**config.mk**
```make
export PLATFORM = sky130hd
export DESIGN_NAME = bl_serial_sub_flat
export DESIGN_NICKNAME = d
export VERILOG_FILES = /design/src/rtl/bl_serial_sub_if.sv /design/src/rtl/bl_serial_sub.sv /design/src/flat_wrapper.sv
export SDC_FILE = /design/constraint.sdc
export NUM_CORES = 1
export LEC_CHECK = 0
export BUFFER_PORTS_ARGS = -buffer_cell sky130_fd_sc_hd__buf_2
export CAP_MARGIN = 20
export CORE_MARGIN = 2
export CORE_UTILIZATION = 35
export CTS_CLUSTER_DIAMETER = 200
export DETAILED_ROUTE_END_ITERATION = 8
export GPL_TIMING_DRIVEN = 0
export HOLD_SLACK_MARGIN = 0.08
export SKIP_CTS_REPAIR_TIMING = 1
export SYNTH_ARGS = -nofsm -noshare
export SYNTH_HDL_FRONTEND = slang
export SYNTH_SLANG_ARGS = --single-unit
```
**constraint.sdc**
```tcl
create_clock -name clk -period 1.43 [get_ports clk]
set_clock_uncertainty 0.15 [all_clocks]
set_input_delay 0.3575 -clock clk [delete_from_list [all_inputs] [get_ports clk]]
set_output_delay 0.3575 -clock clk [all_outputs]
set_load 0.05 [all_outputs]
```
**src/rtl/bl_serial_sub_if.sv**
```systemverilog
// rtl/bl_serial_sub_if.sv - handshake and operand/result bundle for the bit-serial subtractor
interface bl_serial_sub_if #(
  parameter int WIDTH = 4
);
  logic             start;
  logic [WIDTH-1:0] a;
  logic [WIDTH-1:0] b;
  logic             bin;
  logic             ready;
  logic             busy;
  logic             done;
  logic [WIDTH-1:0] d;
  logic [WIDTH-1:0] bo;
  logic             bout;

  modport master (
    output start, a, b, bin,
    input  ready, busy, done, d, bo, bout
  );

  modport slave (
    input  start, a, b, bin,
    output ready, busy, done, d, bo, bout
  );
endinterface

```
**src/rtl/bl_serial_sub.sv**
```systemverilog
// rtl/bl_serial_sub.sv - bit-serial ripple-borrow subtractor, LSB first, start/busy/done handshake
module bl_serial_sub #(
  parameter int WIDTH = 4
) (
  input  logic          clk,
  input  logic          rst,
  bl_serial_sub_if.slave bus
);
  localparam int IW = $clog2(WIDTH + 1);

  typedef enum logic [1:0] {
    IDLE = 2'd0,
    RUN  = 2'd1,
    DONE = 2'd2
  } state_t;

  state_t           state;
  state_t           state_nxt;
  logic [IW-1:0]    idx;
  logic [WIDTH-1:0] a_sh;
  logic [WIDTH-1:0] b_sh;
  logic [WIDTH-1:0] d_q;
  logic [WIDTH-1:0] bo_q;
  logic             br;
  logic             accept;
  logic             last;
  logic             bit_d;
  logic             bit_b;

  // Operands are shifted right each RUN cycle so the current bit always sits at [0].
  assign accept = (state != RUN) && bus.start;
  assign last   = (idx == IW'(WIDTH - 1));
  assign bit_d  = a_sh[0] ^ b_sh[0] ^ br;
  assign bit_b  = (~a_sh[0] & b_sh[0]) | (~a_sh[0] & br) | (b_sh[0] & br);

  // State register.
  always_ff @(posedge clk) begin
    if (!rst) state <= IDLE;
    else      state <= state_nxt;
  end

  // Next state: DONE behaves like IDLE for start, giving bubble-free back-to-back operations.
  always_comb begin
    state_nxt = state;
    case (state)
      IDLE:    if (bus.start) state_nxt = RUN;
      RUN:     if (last) state_nxt = DONE;
      DONE:    state_nxt = bus.start ? RUN : IDLE;
      default: state_nxt = IDLE;
    endcase
  end

  // Datapath: capture on accepted start, then resolve one difference/borrow bit per RUN cycle.
  always_ff @(posedge clk) begin
    if (!rst) begin
      a_sh <= '0;
      b_sh <= '0;
      br   <= 1'b0;
      d_q  <= '0;
      bo_q <= '0;
      idx  <= '0;
    end else if (accept) begin
      a_sh <= bus.a;
      b_sh <= bus.b;
      br   <= bus.bin;
      d_q  <= '0;
      bo_q <= '0;
      idx  <= '0;
    end else if (state == RUN) begin
      for (int k = 0; k < WIDTH; k++) begin
        if (idx == IW'(k)) begin
          d_q[k]  <= bit_d;
          bo_q[k] <= bit_b;
        end
      end
      a_sh <= a_sh >> 1;
      b_sh <= b_sh >> 1;
      br   <= bit_b;
      idx  <= idx + IW'(1);
    end
  end

  assign bus.ready = (state != RUN);
  assign bus.busy  = (state == RUN);
  assign bus.done  = (state == DONE);
  assign bus.d     = d_q;
  assign bus.bo    = bo_q;
  assign bus.bout  = bo_q[WIDTH-1];
endmodule

```
**src/flat_wrapper.sv**
```systemverilog
// flat-port wrapper written by rule: the top's interface ports become plain ports
module bl_serial_sub_flat 
#(
  parameter int WIDTH = 4
)
  (clk, rst, bus_start, bus_a, bus_b, bus_bin, bus_ready, bus_busy, bus_done, bus_d, bus_bo, bus_bout);
  bl_serial_sub_if #(.WIDTH(WIDTH)) bus_i ();
  input  logic clk;
  input  logic rst;
  input wire logic [$bits(bus_i.start)-1:0] bus_start;
  input wire logic [$bits(bus_i.a)-1:0] bus_a;
  input wire logic [$bits(bus_i.b)-1:0] bus_b;
  input wire logic [$bits(bus_i.bin)-1:0] bus_bin;
  output wire logic [$bits(bus_i.ready)-1:0] bus_ready;
  output wire logic [$bits(bus_i.busy)-1:0] bus_busy;
  output wire logic [$bits(bus_i.done)-1:0] bus_done;
  output wire logic [$bits(bus_i.d)-1:0] bus_d;
  output wire logic [$bits(bus_i.bo)-1:0] bus_bo;
  output wire logic [$bits(bus_i.bout)-1:0] bus_bout;
  assign bus_i.start = bus_start;
  assign bus_i.a = bus_a;
  assign bus_i.b = bus_b;
  assign bus_i.bin = bus_bin;
  assign bus_ready = bus_i.ready;
  assign bus_busy = bus_i.busy;
  assign bus_done = bus_i.done;
  assign bus_d = bus_i.d;
  assign bus_bo = bus_i.bo;
  assign bus_bout = bus_i.bout;
  bl_serial_sub #(.WIDTH(WIDTH)) u_core (.clk(clk), .rst(rst), .bus(bus_i));
endmodule
```
==> Yosys cells after proc, flatten, opt, wreduce, memory -nomap -nowiden <==
Cells that the tools add are included.
{ "word_totals": {"in_bits": 12, "out_inout_bits": 12, "word_cells": 51, "reg_bits": 22} }
{ "op_classes": {"mux": 10, "eq_ne": 8, "n_reduce_logical": 10, "addsub": 1, "n_bitwise": 9} }
{ "op_table": {"columns": ["op", "n"], "rows": [
  ["two-way mux 4 bit", 4],
  ["AND reduction 2 bit", 5],
  ["== test 3 x 2 -> 1 bit, second input constant", 2],
  ["case mux 2 bit (3 select lines)", 1],
  ["two-way mux 2 bit", 2],
  ["inequality test 2 x 1 -> 1 bit, second input constant", 2],
  ["adder 3 x 1 -> 3 bit, second input constant", 1],
  ["bitwise AND 1 bit", 3],
  ["== test 3 x 1 -> 1 bit, second input constant", 1],
  ["logical NOT 3 bit", 1],
  ["two-way mux 1 bit", 3],
  ["== test 2 x 1 -> 1 bit, second input constant", 1],
  ["== test 2 bit, second input constant", 1],
  ["logical NOT 2 bit", 1],
  ["inequality test 2 bit, second input constant", 1],
  ["NOT 1 bit", 2],
  ["OR 1 bit", 2],
  ["nonzero test 2 bit", 1],
  ["OR reduction 2 bit", 1],
  ["bitwise XOR 1 bit", 2],
  ["logical AND 1 bit", 1]
]} }

==> Logic depth before layout (Yosys ltp) <==
Gate-level depths: netlist (run 1).
{ "depth": {"word_depth": 6, "mapped_depth": 5, "mapped_depth_nobuf": 5} }

==> Worst setup path before layout (run 1) <==
Ideal clock, no wire load.
{ "synth_path": {"path_type": "reg-to-output", "from": "reg u_core.bo_q[3] (netlist: u_core.bus.bo[3])", "to": "out bus_bo[3]", "path_slack_ns": 0.015, "required_ns": 0.923, "arrival_ns": 0.908, "stages_incl_launch_ff": 2, "path_buffers": 1, "cell_sequence": "dfxtp_1 buf_4"} }
{ "synth_lines": {"columns": ["item", "line", "text"], "rows": [
  ["from (decl)", "bl_serial_sub.sv:23", "logic [WIDTH-1:0] bo_q;"],
  ["from (signal, indexed assignment)", "bl_serial_sub.sv:73", "bo_q[k] <= bit_b;"],
  ["to (decl)", "flat_wrapper.sv:18", "output wire logic [$bits(bus_i.bo)-1:0] bus_bo;"]
]} }
No word-level cell between the ends.

==> Worst setup path after layout (run 1) <==
{ "layout_path": {"from": "reg u_core.state[0]", "to": "out bus_ready"} }
{ "layout_between": {"elab_chain_len": 1} }
{ "layout_rtl": {"columns": ["item", "line", "text"], "rows": [
  ["from (decl)", "bl_serial_sub.sv:17", "state_t state;"],
  ["from (signal assigned)", "bl_serial_sub.sv:39", "else state <= state_nxt;"],
  ["inequality test 2 x 1 -> 1 bit", "bl_serial_sub.sv:83", "assign bus.ready = (state != RUN);"],
  ["to (decl)", "flat_wrapper.sv:14", "output wire logic [$bits(bus_i.ready)-1:0] bus_ready;"]
]} }
No other way between the ends.

==> impl_metrics.env, run 1 <==
export IMPL_hold_viol_final=0
export IMPL_grt_overflow=0
export IMPL_htreeDepth=1
export IMPL_rsz0062_at_grt="yes"
export IMPL_via_per_inst=5.01
export IMPL_violations="design-rule violations, negative setup slack"
export IMPL_drt_iter0_drc=12
export IMPL_dp_hpwl_um=1490
export IMPL_wirelength_um=2210
export IMPL_dieWidth_um=58.7
export IMPL_slew_headroom_pct=72.4
export IMPL_antenna_found_initial=0
export IMPL_fin_ws_ns=-0.313
export IMPL_ys_warnings_count=0
export IMPL_ys_seq_area_share_pct=42.1
export IMPL_start_util_pct=37.3
export IMPL_leakage_nw=0.657
export IMPL_r2r_end="u_core.bus.d[0]$_SDFFE_PP0P_"
export IMPL_async_flop_share_pct=0
export IMPL_place_congestion=0.686
export IMPL_worstPathRequired_ns=0.92
export IMPL_vdd_drop_max_uv=470
export IMPL_pin_count=24
export IMPL_ys_seq_elements=22
export IMPL_port_buffers=23
export IMPL_drc=2
export IMPL_placed_cell_area_mm2=0.00120
export IMPL_p_switching_mw=0.382
export IMPL_fin_crit_ns=1.74
export IMPL_cts_tree="built"
export IMPL_grt_pass1_wl_um=3280
export IMPL_max_freq_ghz=0.574
export IMPL_synth_nets=120
export IMPL_p_clk_share_pct=23.0
export IMPL_reg2regPathDepth=7
export IMPL_synth_edff_count=0
export IMPL_status="complete, but fails checks"
export IMPL_ant_nets=0
export IMPL_diodes=0
export IMPL_num_vias=837
export IMPL_grt_start_max_net_pins=12
export IMPL_clock_path_buffers=2
export IMPL_swShare_pct=29.9
export IMPL_cap_violations=0
export IMPL_dp_slack_ns=-0.257
export IMPL_area_growth_syn_to_layout_pct=33.3
export IMPL_dr_pass1_iters=6
export IMPL_report_final_slew_viol_count=0
export IMPL_crit_type="flop to primary output"
export IMPL_startpoint="u_core.state[0]$_SDFFE_PN0P_"
export IMPL_r2r_setup_slack_ns=-0.07
export IMPL_hold_path_class="primary input to flop"
export IMPL_internal_power_mw=0.895
export IMPL_worstPathArrival_ns=1.24
export IMPL_wl_per_cell_um=13.3
export IMPL_clock_root_buffer="clkbuf_4"
export IMPL_syn_area_per_cell_um2=10.3
export IMPL_reg2reg_from="u_core.state[0]$_SDFFE_PN0P_"
export IMPL_synth_distinct_cells=29
export IMPL_cts_buffers=3
export IMPL_p_comb_share_pct=24.8
export IMPL_tightest_slew_ns=0.414
export IMPL_cp_endpoint="bus_ready"
export IMPL_cp_start_kind="flop"
export IMPL_final_common_cell="dfxtp_1"
export IMPL_synth_main_ff_cell="dfxtp_1"
export IMPL_clkLatencyLatePin_ns=0.32
export IMPL_mostFrequentLayoutCells="dfxtp_1 (18), buf_2 (12), nand2_1 (10)"
export IMPL_seqPwrFrac_pct=52.2
export IMPL_fin_crit_sh_pct=122
export IMPL_clk_pin_slew_ns=0.12
export IMPL_drive_above_1_share_pct=43.4
export IMPL_power_mw=1.28
export IMPL_row_count=19
export IMPL_end_kind="primary output"
export IMPL_crit_fanout=6
export IMPL_synthesis_area_mm2=0.00105
export IMPL_syn_inst=102
export IMPL_power_density_mw_per_mm2=915
export IMPL_core_area_mm2=0.00281
export IMPL_grtUsageTotal_pct=12.8
export IMPL_setup_viol=14
export IMPL_nets=156
export IMPL_grt_pass1_vias=728
export IMPL_die_area_mm2=0.00345
export IMPL_fin_area_mm2=0.00140
export IMPL_die_h_um=58.7
export IMPL_clock_sinks=22
[worst max-delay path, cell delays in order (launching register included)]
cell and delay (ns):
dfxtp_2 0.37, nor2b_4 0.18, clkinv_4 0.09, buf_8 0.13, buf_8 0.14
[state kept, by name (all words and copies together), names as in the netlist]
signal	cells
u_core.a_sh	4
u_core.b_sh	4
u_core.br	1
u_core.bus.bo	4
u_core.bus.d	4
u_core.idx	3
u_core.state	2
[final cells by class]
cell class / count / area (um^2)
buffer: 7 / 68.8
fill: 262 / 1410
clock buffer: 3 / 22.5
multi-input combinational: 66 / 547
inverter: 7 / 31.3
sequential: 22 / 445
timing repair buffer: 31 / 243
tap: 31 / 38.8
[power groups by stage]
stage | registers (mW) | clock network [mW] | logic [mW]
after floorplan | 0.689 | 0 | 0.180
after global placement | 0.678 | 0 | 0.249
after detailed placement | 0.680 | 0 | 0.254
after CTS | 0.666 | 0.301 | 0.255
after global routing | 0.672 | 0.322 | 0.344
final | 0.667 | 0.293 | 0.317
[routing by layer]
layer,vias up,part of all wire [%],global-route usage (%)
li1,427,-,-
met4,0,3.2,8.77
met5,-,0,0
met3,4,3.5,2.20
met2,17,47,20.5
met1,389,46,15.6
[through the flow]
| step | setup TNS [ns] | std cells | hold slack (ns) | util (%) |
|---|---|---|---|---|
| after global placement | -0.300 | 156 | 0.328 | 42.8 |
| after CTS | -1.53 | 159 | 0.140 | 43.6 |
| after floorplan | 0 | 102 | 0.311 | - |
| final | -1.24 | 167 | 0.134 | 49.8 |
| after global routing | -2.10 | 167 | 0.177 | 49.8 |
| after detailed placement | -0.318 | 156 | 0.338 | 42.8 |
[worst min path at each step]
stage,slack [ns],cells past startpoint,to,from
2_1_floorplan,0.31,2,u_core.a_sh[3]$_SDFFE_PN0P_,u_core.a_sh[3]$_SDFFE_PN0P_
3_3_place_gp,0.33,2,u_core.bus.bo[3]$_SDFFE_PP0P_,u_core.bus.bo[3]$_SDFFE_PP0P_
3_5_place_dp,0.34,1,u_core.a_sh[0]$_SDFFE_PN0P_,u_core.a_sh[1]$_SDFFE_PN0P_
4_1_cts,0.14,3,u_core.b_sh[3]$_SDFFE_PN0P_,bus_b[3]
5_1_grt,0.18,3,u_core.bus.d[3]$_SDFFE_PP0P_,rst
6_report,0.13,3,u_core.a_sh[3]$_SDFFE_PN0P_,bus_a[3]
[cells in the mapped netlist, types with 2 or more instances]
cell type	count	share of area, %
a21bo_2	3	2.9
a21oi_1	9	4.3
a311oi_2	3	4.3
buf_2	2	0.96
buf_6	3	3.2
dfxtp_1	22	42
ha_1	5	6.0
inv_1	6	2.2
mux2i_1	8	7.6
nand2_1	10	3.6
nand3_1	4	1.9
nor2_1	4	1.4
o211a_1	7	6.7
[cell families (layout without fill, tap and decap cells)]
family / after synthesis / after routing / share of synthesized area (%)
compound gates: 28 / 28 / 22.8
simple gates: 23 / 23 / 11.0
flops: 22 / 22 / 42.1
buf+inv: 14 / 48 / 7.77
mux: 8 / 8 / 7.65
fa+ha+maj: 6 / 6 / 7.89
xor+xnor: 1 / 1 / 0.836
No activity file was read; power rests on OpenSTA's default activity.
==> run 2: changes to the inputs <==
--- a/config.mk
+++ b/config.mk
@@ -13,6 +13,7 @@
 export DETAILED_ROUTE_END_ITERATION = 8
 export GPL_TIMING_DRIVEN = 0
 export HOLD_SLACK_MARGIN = 0.08
+export REMOVE_ABC_BUFFERS = 1
 export SKIP_CTS_REPAIR_TIMING = 1
 export SYNTH_ARGS = -nofsm -noshare
 export SYNTH_HDL_FRONTEND = slang
==> run 2 against run 1 <==
The flow finishes with violations (negative setup slack). Fmax increased by 1.6%. Sequential share of layout area down 1.8 points. Total power up 2.0%. Hold slack worse by 0.0037 ns. Via count is 3.6% higher. Global-route usage about the same. Utilization up 2.8 points. Design area rose by 5.6%. Worst setup slack gained 0.028 ns. Sequential power hardly changed. Die area unchanged.
==> impl_metrics.env, run 2 (synthesized netlist as in run 1, its figures left out) <==
export IMPL_status="complete, but fails checks"
export IMPL_violations="negative setup slack"
export IMPL_pin_count=24
export IMPL_slew_headroom_pct=77.4
export IMPL_port_buffers=23
export IMPL_clock_path_buffers=2
export IMPL_ant_nets=0
export IMPL_cp_start_kind="flop"
export IMPL_nets=166
export IMPL_fin_crit_sh_pct=120
export IMPL_crit_fanout=8
export IMPL_hold_viol_final=0
export IMPL_antenna_found_initial=0
export IMPL_rsz0062_at_grt="yes"
export IMPL_worstPathRequired_ns=0.92
export IMPL_grtUsageTotal_pct=12.8
export IMPL_mostFrequentLayoutCells="buf_4 (22), dfxtp_1 (19), buf_2 (11)"
export IMPL_crit_family="flip-flops"
export IMPL_final_util_pct=52.6
export IMPL_fin_ws_ns=-0.286
export IMPL_clk_pin_slew_ns=0.11
export IMPL_cts_tree="built"
export IMPL_cts_buffers=3
export IMPL_tightest_slew_ns=0.339
export IMPL_whs_ns=0.130
export IMPL_area_growth_syn_to_layout_pct=40.9
export IMPL_clock_sinks=22
export IMPL_reg2reg_from="u_core.state[0]$_SDFFE_PN0P_"
export IMPL_cp_slowest_stage_delay_ns=0.35
export IMPL_leakage_nw=0.701
export IMPL_hold_end="u_core.b_sh[3]$_SDFFE_PN0P_"
export IMPL_die_area_mm2=0.00345
export IMPL_num_vias=867
export IMPL_final_common_cell="buf_4"
export IMPL_core_area_mm2=0.00281
export IMPL_cap_violations=0
export IMPL_reg2regPathDepth=8
export IMPL_hold_path_class="primary input to flop"
export IMPL_vdd_drop_max_uv=458
export IMPL_grt_start_max_net_pins=20
export IMPL_whs_path_depth=3
export IMPL_dp_hpwl_um=1420
export IMPL_die_h_um=58.7
export IMPL_diodes=0
export IMPL_max_freq_ghz=0.583
export IMPL_dieWidth_um=58.7
export IMPL_grt_overflow=0
export IMPL_r2r_end="u_core.bus.bo[3]$_SDFFE_PP0P_"
export IMPL_worstPathArrival_ns=1.21
export IMPL_end_kind="primary output"
export IMPL_critical_path_slowest_cell="dfxtp_2"
export IMPL_min_from="bus_b[3]"
export IMPL_crit_type="flop to primary output"
export IMPL_wirelength_um=2400
export IMPL_dp_slack_ns=-0.415
export IMPL_power_density_mw_per_mm2=883
export IMPL_r2r_setup_slack_ns=-0.27
export IMPL_fin_crit_ns=1.72
export IMPL_drive_above_1_share_pct=47.9
export IMPL_place_congestion=0.677
export IMPL_grt_pass1_vias=709
export IMPL_htreeDepth=1
export IMPL_clock_root_buffer="clkbuf_4"
export IMPL_clkLatencyLatePin_ns=0.31
export IMPL_critPathBufInv=2
export IMPL_setup_viol=21
export IMPL_grt_pass1_wl_um=3300
export IMPL_wl_per_cell_um=13.6
export IMPL_dr_pass1_iters=4
export IMPL_power_mw=1.30
export IMPL_start_util_pct=37.3
export IMPL_cp_cell_sequence="nor2b_4 -> clkinv_4 -> buf_6"
export IMPL_via_per_inst=4.90
export IMPL_drc=0
export IMPL_row_count=19
export IMPL_drt_iter0_drc=15
export IMPL_report_final_slew_viol_count=0
==> run 2: metrics by stage <==
| stage | std cells | area (um^2) | setup TNS [ns] |
|---|---|---|---|
| 3_5_place_dp | 149 | 1150 | -4.52 |
| 6_report | 177 | 1480 | -2.61 |
| 3_3_place_gp | 149 | 1150 | -4.10 |
| 2_1_floorplan | 95 | 992 | -10.10 |
| 4_1_cts | 152 | 1170 | -5.90 |
| 5_1_grt | 177 | 1480 | -4.24 |
==> run 2: how the worst max path moves through the flow <==
stage / start / to / slack, ns / cells past startpoint
after CTS: u_core.state[0]$_SDFFE_PN0P_ / bus_ready / -0.78 / 3
final: u_core.state[0]$_SDFFE_PN0P_ / bus_ready / -0.29 / 3
after global routing: u_core.state[0]$_SDFFE_PN0P_ / bus_ready / -0.36 / 3
after global placement: u_core.state[0]$_SDFFE_PN0P_ / bus_ready / -0.42 / 3
after detailed placement: u_core.state[0]$_SDFFE_PN0P_ / bus_ready / -0.41 / 3
after floorplan: u_core.state[0]$_SDFFE_PN0P_ / u_core.bus.bo[3]$_SDFFE_PP0P_ / -0.62 / 4
==> run 2: worst min-delay path: stages <==
cell	delay, ns
buf_2	0.08
mux2i_1	0.05
nor2_1	0.07
==> run 2: cell type report <==
cell class | instances | area, um^2
clock buffer | 3 | 22.5
fill | 274 | 1330
inverter | 7 | 31.3
multi-input combinational | 67 | 576
sequential | 22 | 444
tap | 31 | 38.8
timing repair buffer | 47 | 363
==> run 2: report_power, final <==
part / switching (mW) / internal [mW] / leakage [nW]
clock: 0.180 / 0.0985 / 0.0138
combinational: 0.183 / 0.174 / 0.506
sequential: 0.0216 / 0.646 / 0.181
==> run 2: layer usage <==
layer	global-route usage (%)	part of all wire, %
met1	15.9	43
met5	0	0
met2	20.7	52
met3	5.27	4.5
met4	2.92	0.42
